`config.mk`:
```
export PLATFORM = sky130hd
export DESIGN_NAME = gray_mem_arb
export DESIGN_NICKNAME = d
export VERILOG_FILES = /design/src/rtl/gray_mem_arb.sv
export SDC_FILE = /design/constraint.sdc
export NUM_CORES = 1
export LEC_CHECK = 0
export BUFFER_PORTS_ARGS = -buffer_cell sky130_fd_sc_hd__clkbuf_2
export CORE_MARGIN = 8
export CORE_UTILIZATION = 25
export CTS_BUF_LIST = sky130_fd_sc_hd__clkbuf_16
export CTS_CLUSTER_SIZE = 30
export DETAILED_ROUTE_END_ITERATION = 8
export SYNTH_ARGS = -nofsm -noshare
export SYNTH_HDL_FRONTEND = slang
export SYNTH_SLANG_ARGS = --single-unit
export TNS_END_PERCENT = 100
```
`constraint.sdc`:
```
create_clock -name clk -period 1.7 [get_ports clk]
set_input_delay 0.17 -clock clk [delete_from_list [all_inputs] [get_ports clk]]
set_output_delay 0.17 -clock clk [all_outputs]
set_load 0.02 [all_outputs]
```
`src/rtl/gray_mem_arb.sv`:
```
// gray_mem_arb: two-requester round-robin read arbiter in front of a single-port
// gray-pixel memory (14-bit {row,col} address, 8-bit data).
//
// Ports:
//   clk, reset                    rising-edge clock, synchronous active-high reset
//   req0/req1, addr0/addr1        read requests, held with their address until granted
//   gnt0/gnt1                     combinational grant: the address goes to memory this cycle
//   rvalid0/rvalid1, rdata0/rdata1 read return one cycle after the grant; rdata holds otherwise
//   mem_cs, mem_we, mem_addr, mem_wdata, mem_rdata
//                                 memory port; mem_rdata is valid the cycle after mem_cs
//   host_we, host_addr, host_wdata only with ARB_HOSTWR_EN defined: a host write that
//                                 steals the memory cycle and freezes arbitration
//
// Parameter MAX_BURST: consecutive grants to one owner before the other requester is
// given the memory (default 9, one 3x3 window). Must lie in 1..15.
// Build option: define ARB_HOSTWR_EN to add the host write port.
module gray_mem_arb #(
  parameter int unsigned MAX_BURST = 9
) (
  input  logic        clk,
  input  logic        reset,
  input  logic        req0,
  input  logic        req1,
  input  logic [13:0] addr0,
  input  logic [13:0] addr1,
`ifdef ARB_HOSTWR_EN
  input  logic        host_we,
  input  logic [13:0] host_addr,
  input  logic [7:0]  host_wdata,
`endif
  output logic        gnt0,
  output logic        gnt1,
  output logic        rvalid0,
  output logic        rvalid1,
  output logic [7:0]  rdata0,
  output logic [7:0]  rdata1,
  output logic        mem_cs,
  output logic        mem_we,
  output logic [13:0] mem_addr,
  output logic [7:0]  mem_wdata,
  input  logic [7:0]  mem_rdata
);

  localparam logic [3:0] BurstLast = 4'(MAX_BURST - 1);

  typedef enum logic [1:0] {StIdle, StOwn0, StOwn1} state_e;

  state_e     state_q;
  logic [3:0] cnt_q;             // grants given in the current burst
  logic       rr_q;              // 0: favour req0 on a tie, 1: favour req1
  logic       inflight_valid_q;  // a read was issued last cycle
  logic       inflight_owner_q;  // 0: req0 issued it, 1: req1
  logic [7:0] rdata0_q;
  logic [7:0] rdata1_q;
  logic       hw_active;

`ifdef ARB_HOSTWR_EN
  assign hw_active = host_we & ~reset;
`else
  assign hw_active = 1'b0;
`endif

  // Grants are decided combinationally so an idle arbiter serves a request at once.
  always_comb begin
    gnt0 = 1'b0;
    gnt1 = 1'b0;
    if (!reset && !hw_active) begin
      case (state_q)
        StIdle: begin
          if (req0 && (!req1 || !rr_q)) gnt0 = 1'b1;
          else if (req1)                gnt1 = 1'b1;
        end
        StOwn0:  gnt0 = req0;
        StOwn1:  gnt1 = req1;
        default: ;
      endcase
    end
  end

  always_comb begin
    mem_cs    = gnt0 | gnt1 | hw_active;
    mem_we    = 1'b0;
    mem_addr  = '0;
    mem_wdata = '0;
    if (gnt0)      mem_addr = addr0;
    else if (gnt1) mem_addr = addr1;
`ifdef ARB_HOSTWR_EN
    if (hw_active) begin
      mem_we    = 1'b1;
      mem_addr  = host_addr;
      mem_wdata = host_wdata;
    end
`endif
  end

  // Memory data arrives the cycle after the grant; pass it straight through and keep a copy
  // so rdata holds between returns. Reset squashes a return that was still in flight.
  assign rvalid0 = inflight_valid_q & ~inflight_owner_q & ~reset;
  assign rvalid1 = inflight_valid_q &  inflight_owner_q & ~reset;
  assign rdata0  = rvalid0 ? mem_rdata : rdata0_q;
  assign rdata1  = rvalid1 ? mem_rdata : rdata1_q;

  always_ff @(posedge clk) begin
    if (reset) begin
      state_q          <= StIdle;
      cnt_q            <= '0;
      rr_q             <= 1'b0;
      inflight_valid_q <= 1'b0;
      inflight_owner_q <= 1'b0;
      rdata0_q         <= '0;
      rdata1_q         <= '0;
    end else begin
      inflight_valid_q <= gnt0 | gnt1;
      inflight_owner_q <= gnt1;
      if (rvalid0) rdata0_q <= mem_rdata;
      if (rvalid1) rdata1_q <= mem_rdata;

      // A host write cycle leaves state, counter and pointer untouched.
      if (!hw_active) begin
        if (gnt0 || gnt1) begin
          rr_q <= gnt0;  // the requester just served loses the next tie
          if (cnt_q == BurstLast) begin
            cnt_q <= '0;
            if (gnt0 && req1)      state_q <= StOwn1;
            else if (gnt1 && req0) state_q <= StOwn0;
            else                   state_q <= gnt0 ? StOwn0 : StOwn1;
          end else begin
            cnt_q   <= cnt_q + 4'd1;
            state_q <= gnt0 ? StOwn0 : StOwn1;
          end
        end else if (state_q != StIdle) begin
          // Owner dropped its request: hand over or go idle, burst restarts.
          cnt_q <= '0;
          if (state_q == StOwn0 && req1)      state_q <= StOwn1;
          else if (state_q == StOwn1 && req0) state_q <= StOwn0;
          else                                state_q <= StIdle;
        end
      end
    end
  end

endmodule

```
After elaboration in Yosys (flattened, before gate mapping)
Cells that the tools add are included.

word-level totals
  register bits = 25
  bits of input ports = 40
  output and inout port bits = 44
  logic and storage cells = 52

cells by class
  add/sub/neg operators = 1
  equality and inequality tests = 3
  mux-type cells = 22
  bitwise logic cells = 7
  reductions and logical operators = 12

operators with widths
  kind                                            count
  2-to-1 mux 14 bit                               2
  2-to-1 mux 8 bit                                2
  2-to-1 mux 2 bit                                7
  2-to-1 mux 4 bit                                3
  2-to-1 mux 1 bit                                6
  logical AND 1 bit                               5
  adder 4 x 1 -> 4 bit (second input constant)    1
  AND 1 bit                                       4
  == test 4 bit (second input constant)           1
  case mux 1 bit (2 select lines)                 2
  nonzero test 2 bit                              2
  == test 2 x 1 -> 1 bit (second input constant)  1
  == test 2 bit (second input constant)           1
  logical NOT 1 bit                               2
  logical NOT 2 bit                               1
  logical OR 1 bit                                2
  NOT 1 bit                                       2
  OR 1 bit                                        1

Depth between registers and ports, before layout
Gate-level depths: netlist of the first run.

  depth after elaboration = 11
  gate-level depth with buffers = 6
  gate-level depth less buffers = 6

Worst setup path after synthesis of the first run
No wires, ideal clock.

  kind = register to output
  start = register state_q[1]
  end = output mem_addr[0]
  arrival = 1,415 ps
  data required time = 1,530 ps
  setup slack = 115 ps
  cell stages (with the launch flop) = 6
  buffers on the path = 2
  path through = dfxtp_1 nand2b_1 buf_6 a311oi_4 buf_6 a22o_1

on the way
  elaborated cells between the ends (all ways) = 9
  those cells by class = eq/ne: 2; mux: 6; reduce/logical: 1

RTL lines
  what                                                                line  source
  start, declared                                                     48    state_e state_q;
  start signal, assigned                                              105   state_q <= StIdle;
  start signal, assigned                                              124   if (gnt0 && req1) state_q <= StOwn1;
  start signal, assigned                                              125   else if (gnt1 && req0) state_q <= StOwn0;
  == test 2 x 1 -> 1 bit / logical NOT 2 bit (equally long branches)  68    case (state_q)
  case mux 1 bit (2 select lines) *                                   68
  2-to-1 mux 1 bit *                                                  67    if (!reset && !hw_active) begin
  via gnt0                                                            31    output logic gnt0,
  2-to-1 mux 14 bit *                                                 85    if (gnt0) mem_addr = addr0;
  end, declared                                                       39    output logic [13:0] mem_addr,

The timed path passes the listed nets; every way through them passes the cells marked *.

Worst setup path in the final report of the first run
  start = register state_q[1]
  end = output mem_addr[7]

on the way
  word-level cells in the longest chain between the ends = 5
  elaborated cells between the ends (all ways) = 9
  those cells by class = eq/ne: 2; mux: 6; reduce/logical: 1

RTL lines
  what                                                       line  source
  == test 2 bit / logical NOT 2 bit (equally long branches)  68
  case mux 1 bit (2 select lines)                            68
  2-to-1 mux 1 bit                                           67
  2-to-1 mux 14 bit                                          86    else if (gnt1) mem_addr = addr1;
  2-to-1 mux 14 bit *                                        85

Every way passes the cells marked *; elsewhere a longest branch is shown, timed or not.

==> results of run 1 <==
power by group through the flow:
stage	Combinational (mW)	Clock, mW	Sequential [mW]
4_1_cts	0.361	0.550	0.622
3_3_place_gp	0.339	0	0.634
2_1_floorplan	0.232	0	0.631
5_1_grt	0.417	0.569	0.626
3_5_place_dp	0.340	0	0.634
6_report	0.385	0.527	0.623
layout by cell type (no fill, tap or decap), types with 4 or more instances in the layout:
cell type,instances
a21oi_1,4
buf_4,10
a22o_2,6
mux2_2,16
conb_1,9
a22o_1,8
dfxtp_1,22
and2_1,16
inv_1,4
buf_6,12
buf_2,4
nor2_1,5
clkbuf_2,59
through the flow:
step	utilization [%]	setup slack [ps]
finish	39.0	26.0
global route	39.0	-62.6
CTS	37.4	3.04
detailed placement	34.5	154
global placement	34.5	187
floorplan	-	115
area by class of cell:
cell class,instances,area (um2)
fillers,540,3120
inverters,5,18.8
clock inverters,1,7.51
well taps,70,87.6
flip-flops and latches,25,504
repair buffers,87,553
clock buffers,3,75.1
multi-input cells,94,744
cells by family after synthesis:
logic type      count (synthesis)  share of synthesized area, %
compound gates                 30                          20.1
fa+ha+maj                       2                          1.88
buf+inv                        21                          9.90
flops                          25                          37.7
mux                            17                          14.3
other cells                     1                         0.282
simple gates                   36                          15.8
metal layers:
layer	vias up	routed length [um]	track usage, %
met3	2	308	3.16
met4	0	9	1.84
met5	-	0	0
met1	548	1600	10.9
met2	35	1840	14.1
li1	626	-	-
what timing repair did:
item,in CTS,in global routing
gates cloned,1,1
gates resized for setup,13,36
buffers inserted,2,1
pin swaps,1,4
setup endpoints to repair,15,22
flip-flops by register name, summed over array words and instances, names as in the netlist:
signal and count:
inflight_owner_q 1, state_q 2, inflight_valid_q 1, cnt_q 4
rdata1_q 8, rr_q 1, rdata0_q 8
worst paths after layout:
kind | to | cells after the start
setup reg to reg | cnt_q[2] | 6
setup / recovery | mem_addr[7] | 5
hold / removal | rdata1_q[4] | 3
hold reg to reg | cnt_q[3] | 2
critical path, stage by stage, from the launching register on:
cell and delay, ps:
dfxtp_2 320, nand2b_4 150, a311oi_4 290, buf_6 180, a22o_1 140, buf_2 160
==> results.txt, run 1 <==
Outcome: finished, final reports clean
Hold Crit Class: in2reg
Finished layout cell area: 0.00199 mm2
Non-filler cells, final: 285
# DRC: 0
Post-Route WL: 3.76 mm
Net count, final: 258
Antenna-violating nets left: 0
# port buffers: 74
Pins Over Slew Limit: 0
R2r setup slk: 250 ps
Peak supply drop: 431 uV
IO Pins: 84
Die footprint: 0.00790 mm2
Vias per cell: 4.25
CTS Buf Count: 3
Worst Path Arrival: 1500 ps
Post-CTS Hold Buffers: 0
Area grow syn2layout: 50.0%
Synth top area share: 37.7%
Worst setup EP type: output pin
Total number of vias: 1211
Cell Area, Synth: 0.00133 mm2
Largest net degree at the start of global routing: 17
Min-delay src: mem_rdata[4]
Share of cells above drive strength 1: 56.3%
CP Launch Type: flip-flop
Initial Util: 26.0%
Routability cong.: 0.732
Clk_lat worst skew: 260 ps
Switching Share: 27.6%
Wire per inst: 13.2 um
Clk pwr share: 34.3%
Avg Inst Size Synth: 10.1 um2
Initial DRC count: 48
Die H: 88.9 um
Synth cell types: 34
Placed instance count: 276
# H-tree levels: 1
First-pass GRT wire length: 5.54 mm
Endpoints failing setup: 0
CP startpoint: state_q[1]
Final period util: 98.5%
Total of max-cap violations: 0
Post-synth EDFFs: 0
Lkg Pwr: 0.997 nW
CTS clock-pin slew for the worst setup and hold paths: 70 ps
Hold slack final: 280 ps
Main area contributors after synthesis: dfxtp_1 38%, mux2_2 14%, and2_1 7.5%
Final Hold Viols: 0
Total negative slack: 0 ps
Initial antenna violation count: 0
Core Area: 0.00511 mm2
Cell row count: 26
Pint: 1.11 mW
Area leader, netlist: dfxtp_1
Top cells by count, synth: 25 x dfxtp_1, 16 x and2_1, 16 x mux2_2
Data required, critical path: 1530 ps
Seq cells post-synth: 25
Fmax: 0.597 GHz
Max Clock Skew: 3.70 ps
Pwr Density: 771 mW/mm2
Seq pwr share: 40.6%
Synth Warn #: 0
Cell Area, Placed: 0.00176 mm2
Clock Tree Buf Depth: 2
Power Total: 1.54 mW
Die Width: 88.9 um
Root buf cell: clkbuf_16
Syn Inst Count: 132
Comb power frac: 25.1%
R2r startpoint: cnt_q[0]
Asr flop ratio synth: 0%
Tot GR Track Use: 8.80%
Antenna cells: 0
CP max FO: 7
Clk sinks: 25
Grt ovf: 0
Register area share after synthesis: 37.7%
CTS tree: done
Dominant synthesized flop cell: dfxtp_1
Crit Path Class: reg2out
First drt pass iteration count: 4
Post-layout min period: 1670 ps
Most common cell in the netlist: dfxtp_1
P_sw: 0.425 mW
DPL Wire Length: 2.94 mm
RSZ-0062 raised after global routing: yes
Vias in the first global route: 1152
Note: power is estimated with default switching activity, not from simulation.
==> inputs of run 2 (changes only) <==
--- a/config.mk
+++ b/config.mk
@@ -6,6 +6,7 @@
 export NUM_CORES = 1
 export LEC_CHECK = 0
 export BUFFER_PORTS_ARGS = -buffer_cell sky130_fd_sc_hd__clkbuf_2
+export CORE_ASPECT_RATIO = 2
 export CORE_MARGIN = 8
 export CORE_UTILIZATION = 25
 export CTS_BUF_LIST = sky130_fd_sc_hd__clkbuf_16
==> run 2 against run 1 <==
First-iteration DRC count down 33%. Core utilization up 0.32 points. Clock power down 5.5%. Setup slack worse by 2.6 ps. Critical path type unchanged. Largest power group unchanged.
==> results.txt, run 2 (synthesis results as in run 1) <==
Post-CTS Hold Buffers: 0
Dpl ws: 81.8 ps
Commonest non-fill, non-tap cell in the layout: clkbuf_2
First drt pass iteration count: 4
Antenna cells: 0
Net count, final: 256
Hold Crit Class: in2reg
Share of cells above drive strength 1: 56.8%
CTS Buf Count: 3
Root buf cell: clkbuf_16
# DRC: 0
Lkg Pwr: 1.01 nW
Outcome: finished, final reports clean
Wire per inst: 14.4 um
RSZ-0062 raised after global routing: yes
Final Hold Viols: 0
Core Area: 0.00514 mm2
Grt ovf: 0
Final setup margin: 23.4 ps
Routability cong.: 0.801
Crit Path Class: reg2out
# H-tree levels: 1
Area of the multi-input gates: 777 um2
Clk_lat worst skew: 250 ps
Total of max-cap violations: 0
Post-layout min period: 1680 ps
Vias per cell: 4.47
CTS tree: done
Tot GR Track Use: 8.95%
FILL cells: 526
Peak supply drop: 647 uV
Clk sinks: 25
Largest regs: rdata0_q: 8 flops, rdata1_q: 8 flops, cnt_q: 4 flops
Clock Tree Buf Depth: 2
Vias in the first global route: 1244
DPL Wire Length: 3.07 mm
CP Launch Type: flip-flop
Initial Util: 25.8%
CTS clock-pin slew for the worst setup and hold paths: 60 ps
Pins Over Slew Limit: 0
Die H: 119 um
Largest net degree at the start of global routing: 17
Endpoints failing setup: 0
CP max FO: 8
Max Clock Skew: 1.77 ps
# port buffers: 74
Area grow syn2layout: 52.1%
Post-Route WL: 3.90 mm
Worst Path Arrival: 1510 ps
IO Pins: 84
First-pass GRT wire length: 5.80 mm
Die Width: 67.5 um
Initial DRC count: 32
Initial antenna violation count: 0
Total number of vias: 1212
Cell row count: 37
Fmax: 0.596 GHz
Most frequent cells in the layout: 54 x clkbuf_2, 21 x dfxtp_1, 16 x and2_1
FF/Latch Area: 505 um2
Worst setup EP type: output pin
Final period util: 98.6%
Antenna-violating nets left: 0
Die footprint: 0.00804 mm2
Pwr Density: 757 mW/mm2
Data required, critical path: 1530 ps
Power Total: 1.53 mW
-- run 2: cell types whose count changed in the layout (fill, tap and decap cells not counted), moves of 3 or more --
cell	previous run	this run
clkbuf_2	59	54
mux2_2	16	11
mux2_4	0	5
buf_4	10	13
buf_6	12	15
-- run 2: metal layers --
metal / track usage, % / wire length (um) / vias to the layer above
li1: - / - / 612
met1: 8.41 / 1280 / 571
met2: 17.7 / 2390 / 27
met3: 1.69 / 207 / 2
met4: 2.77 / 25 / 0
met5: 0 / 0 / -
-- run 2: final cells by class --
type	instances	share of cell area, %
Timing Repair Buffer	85	28.1
Tap cell	58	3.59
Clock inverter	1	0.186
Multi-Input combinational cell	94	38.5
Inverter	5	0.929
Sequential cell	25	25.0
Clock buffer	3	3.72
-- run 2: what timing repair did --
item                       4_1_cts  5_1_grt
setup endpoints to repair       16       27
pin swaps                        1        6
buffers inserted                 4        0
cloned                           1        1
resized for setup               13       59
-- run 2: worst paths after layout --
check               start  cells after the start     endpoint  slack (ps)
max            state_q[1]                      6  mem_addr[7]          20
min reg2reg      cnt_q[3]                      2     cnt_q[3]         500
max reg2reg          rr_q                      6   state_q[1]         200
min          mem_rdata[4]                      3  rdata0_q[4]         280
-- run 2: metrics by stage --
| stage | TNS [ps] | hold slack (ps) | std cells | utilization [%] | cell area, um2 |
|---|---|---|---|---|---|
| floorplan | 0 | 332 | 140 | - | 1360 |
| global placement | 0 | 466 | 262 | 34.0 | 1750 |
| detailed placement | 0 | 484 | 262 | 34.0 | 1750 |
| CTS | 0 | 278 | 271 | 37.2 | 1910 |
| global route | -178 | 291 | 271 | 39.3 | 2020 |
| finish | 0 | 281 | 271 | 39.3 | 2020 |
-- run 2: critical path, cell delays in order (launching register included) --
cell,delay [ps]
dfxtp_2,320
nand2b_4,150
a311oi_4,210
buf_4,170
buf_12,110
a22o_1,160
buf_6,120
-- run 2: where the power goes --
group          switching, mW  internal, mW  total (mW)
sequential            0.0151         0.610       0.625
clock                  0.184         0.313       0.498
combinational          0.209         0.197       0.406
total                  0.408          1.12        1.53
==> inputs of run 3 (changes only) <==
--- a/config.mk
+++ b/config.mk
@@ -12,6 +12,7 @@
 export CTS_BUF_LIST = sky130_fd_sc_hd__clkbuf_16
 export CTS_CLUSTER_SIZE = 30
 export DETAILED_ROUTE_END_ITERATION = 8
+export PLACE_DENSITY = 0.62
 export SYNTH_ARGS = -nofsm -noshare
 export SYNTH_HDL_FRONTEND = slang
 export SYNTH_SLANG_ARGS = --single-unit
==> run 3 against run 2 <==
Routed wire length rose by 4.1%. Critical path type unchanged. Largest cell class unchanged. Critical path depth fell by 1. Register-to-register slack got worse by 50 ps.
==> results.txt, run 3 (synthesis results as in run 1) <==
Outcome: finished, final reports clean
Initial Util: 25.8%
Vias per cell: 4.55
CP max FO: 8
Share of cells above drive strength 1: 57.3%
Final period util: 99.1%
Worst setup EP type: output pin
Area grow syn2layout: 50.6%
CP max stage cell: dfxtp_2
Fin util: 38.9%
Hold slack final: 265 ps
Die H: 119 um
Crit path largest cell delay: 330 ps
Hold Crit Class: in2reg
Lkg Pwr: 0.995 nW
Hold Path Depth: 2
Peak supply drop: 402 uV
Endpoints failing setup: 0
R2r startpoint: cnt_q[0]
CTS clock-pin slew for the worst setup and hold paths: 70 ps
Post-Route WL: 4.06 mm
Placed instance count: 262
Core Area: 0.00514 mm2
CTS tree: done
Clock Tree Buf Depth: 2
Die Width: 67.5 um
Hold EP: inflight_owner_q
Non-filler cells, final: 271
RSZ-0062 raised after global routing: yes
Routability cong.: 0.778
Initial DRC count: 26
Clk_lat worst skew: 260 ps
Total of max-cap violations: 0
Antenna cells: 0
Min-delay src: req1
Top cell family by delay on the critical path: compound AO/OA/AOI/OAI gates
Root buf cell: clkbuf_16
Fmax: 0.594 GHz
Register-to-Register Path Depth: 6
Net count, final: 256
CP Launch Type: flip-flop
Die footprint: 0.00804 mm2
Worst-path cell chain: nand2b_4 > a311oi_4 > buf_6 > a22o_1 > clkbuf_8
CTS Buf Count: 3
Post-layout min period: 1680 ps
Initial antenna violation count: 0
Total number of vias: 1233
Clk sinks: 25
Vias in the first global route: 1319
Worst path bufs/invs: 2
Tot GR Track Use: 9.47%
Wire per inst: 15.0 um
Grt ovf: 0
# H-tree levels: 1
Pwr Density: 777 mW/mm2
First-pass GRT wire length: 6.17 mm
R2r setup slk: 150 ps
Data required, critical path: 1530 ps
Crit Path Class: reg2out
Most frequent cells in the layout: 56 x clkbuf_2, 21 x dfxtp_1, 16 x and2_1
Max Clock Skew: 7.50 ps
Total negative slack: 0 ps
Post-CTS Hold Buffers: 0
Commonest non-fill, non-tap cell in the layout: clkbuf_2
IO Pins: 84
# DRC: 0
Worst Path Arrival: 1510 ps
First drt pass iteration count: 2
Final Hold Viols: 0
Pins Over Slew Limit: 0
Cell row count: 37
Largest net degree at the start of global routing: 17
Worst reg2reg endpoint: cnt_q[2]
# port buffers: 74
Largest regs: rdata0_q: 8 flops, rdata1_q: 8 flops, cnt_q: 4 flops
Power Total: 1.55 mW
Antenna-violating nets left: 0
DPL Wire Length: 3.12 mm
run 3: cell count changes in the layout (fill, tap and decap cells not counted), sizes merged:
cell / previous run / this run
buf: 31 / 27
clkbuf: 57 / 61
clkinvlp: 0 / 1
inv: 6 / 5
run 3: cell type report:
cell class	instances	area (um2)
Clock buffer	3	75.1
Tap cell	58	72.6
Timing Repair Buffer	85	559
Clock inverter	1	7.51
Fill cell	543	3140
Multi-Input combinational cell	94	761
Sequential cell	25	505
Inverter	5	18.8
run 3: worst max path at each step:
stage	start	end	slack, ps	depth (start not counted)
6_report	state_q[1]	mem_addr[5]	20	5
5_1_grt	state_q[1]	mem_addr[5]	-40	5
4_1_cts	state_q[1]	mem_addr[5]	1	6
3_5_place_dp	state_q[1]	mem_addr[10]	90	4
3_3_place_gp	state_q[1]	mem_addr[4]	140	4
2_1_floorplan	state_q[1]	mem_addr[0]	120	5
run 3: worst reg2reg max path, stage by stage, from the launching register on:
cell and delay (ps):
dfxtp_1 360, inv_1 80, ha_1 210, and3b_1 200, a211oi_1 360, nand3b_1 120
a31oi_1 140
run 3: per-layer routing:
metal | GRT usage (%) | part of all wire (%) | vias to the layer above
met1 | 9.26 | 33 | 585
met2 | 18.1 | 60 | 29
met4 | 2.77 | 0.62 | 0
met3 | 2.35 | 6.1 | 2
met5 | 0 | 0 | -
li1 | - | - | 617
run 3: where the power goes:
part	internal [mW]	switching, mW
Clock	0.319	0.209
Combinational	0.191	0.210
Sequential	0.610	0.0145
run 3: per-stage QoR:
stage	area, um2	worst slack [ps]
6_report	2000	15.3
4_1_cts	1910	1.15
2_1_floorplan	1360	115
3_3_place_gp	1750	138
5_1_grt	2000	-39.9
3_5_place_dp	1750	88.6
run 3: timing repair:
action                                  4_1_cts  5_1_grt
gates resized for setup                      13       51
cloned                                        1        1
endpoints found under the setup margin       16       23
setup buffers                                 3        2
pin swaps                                     1        9
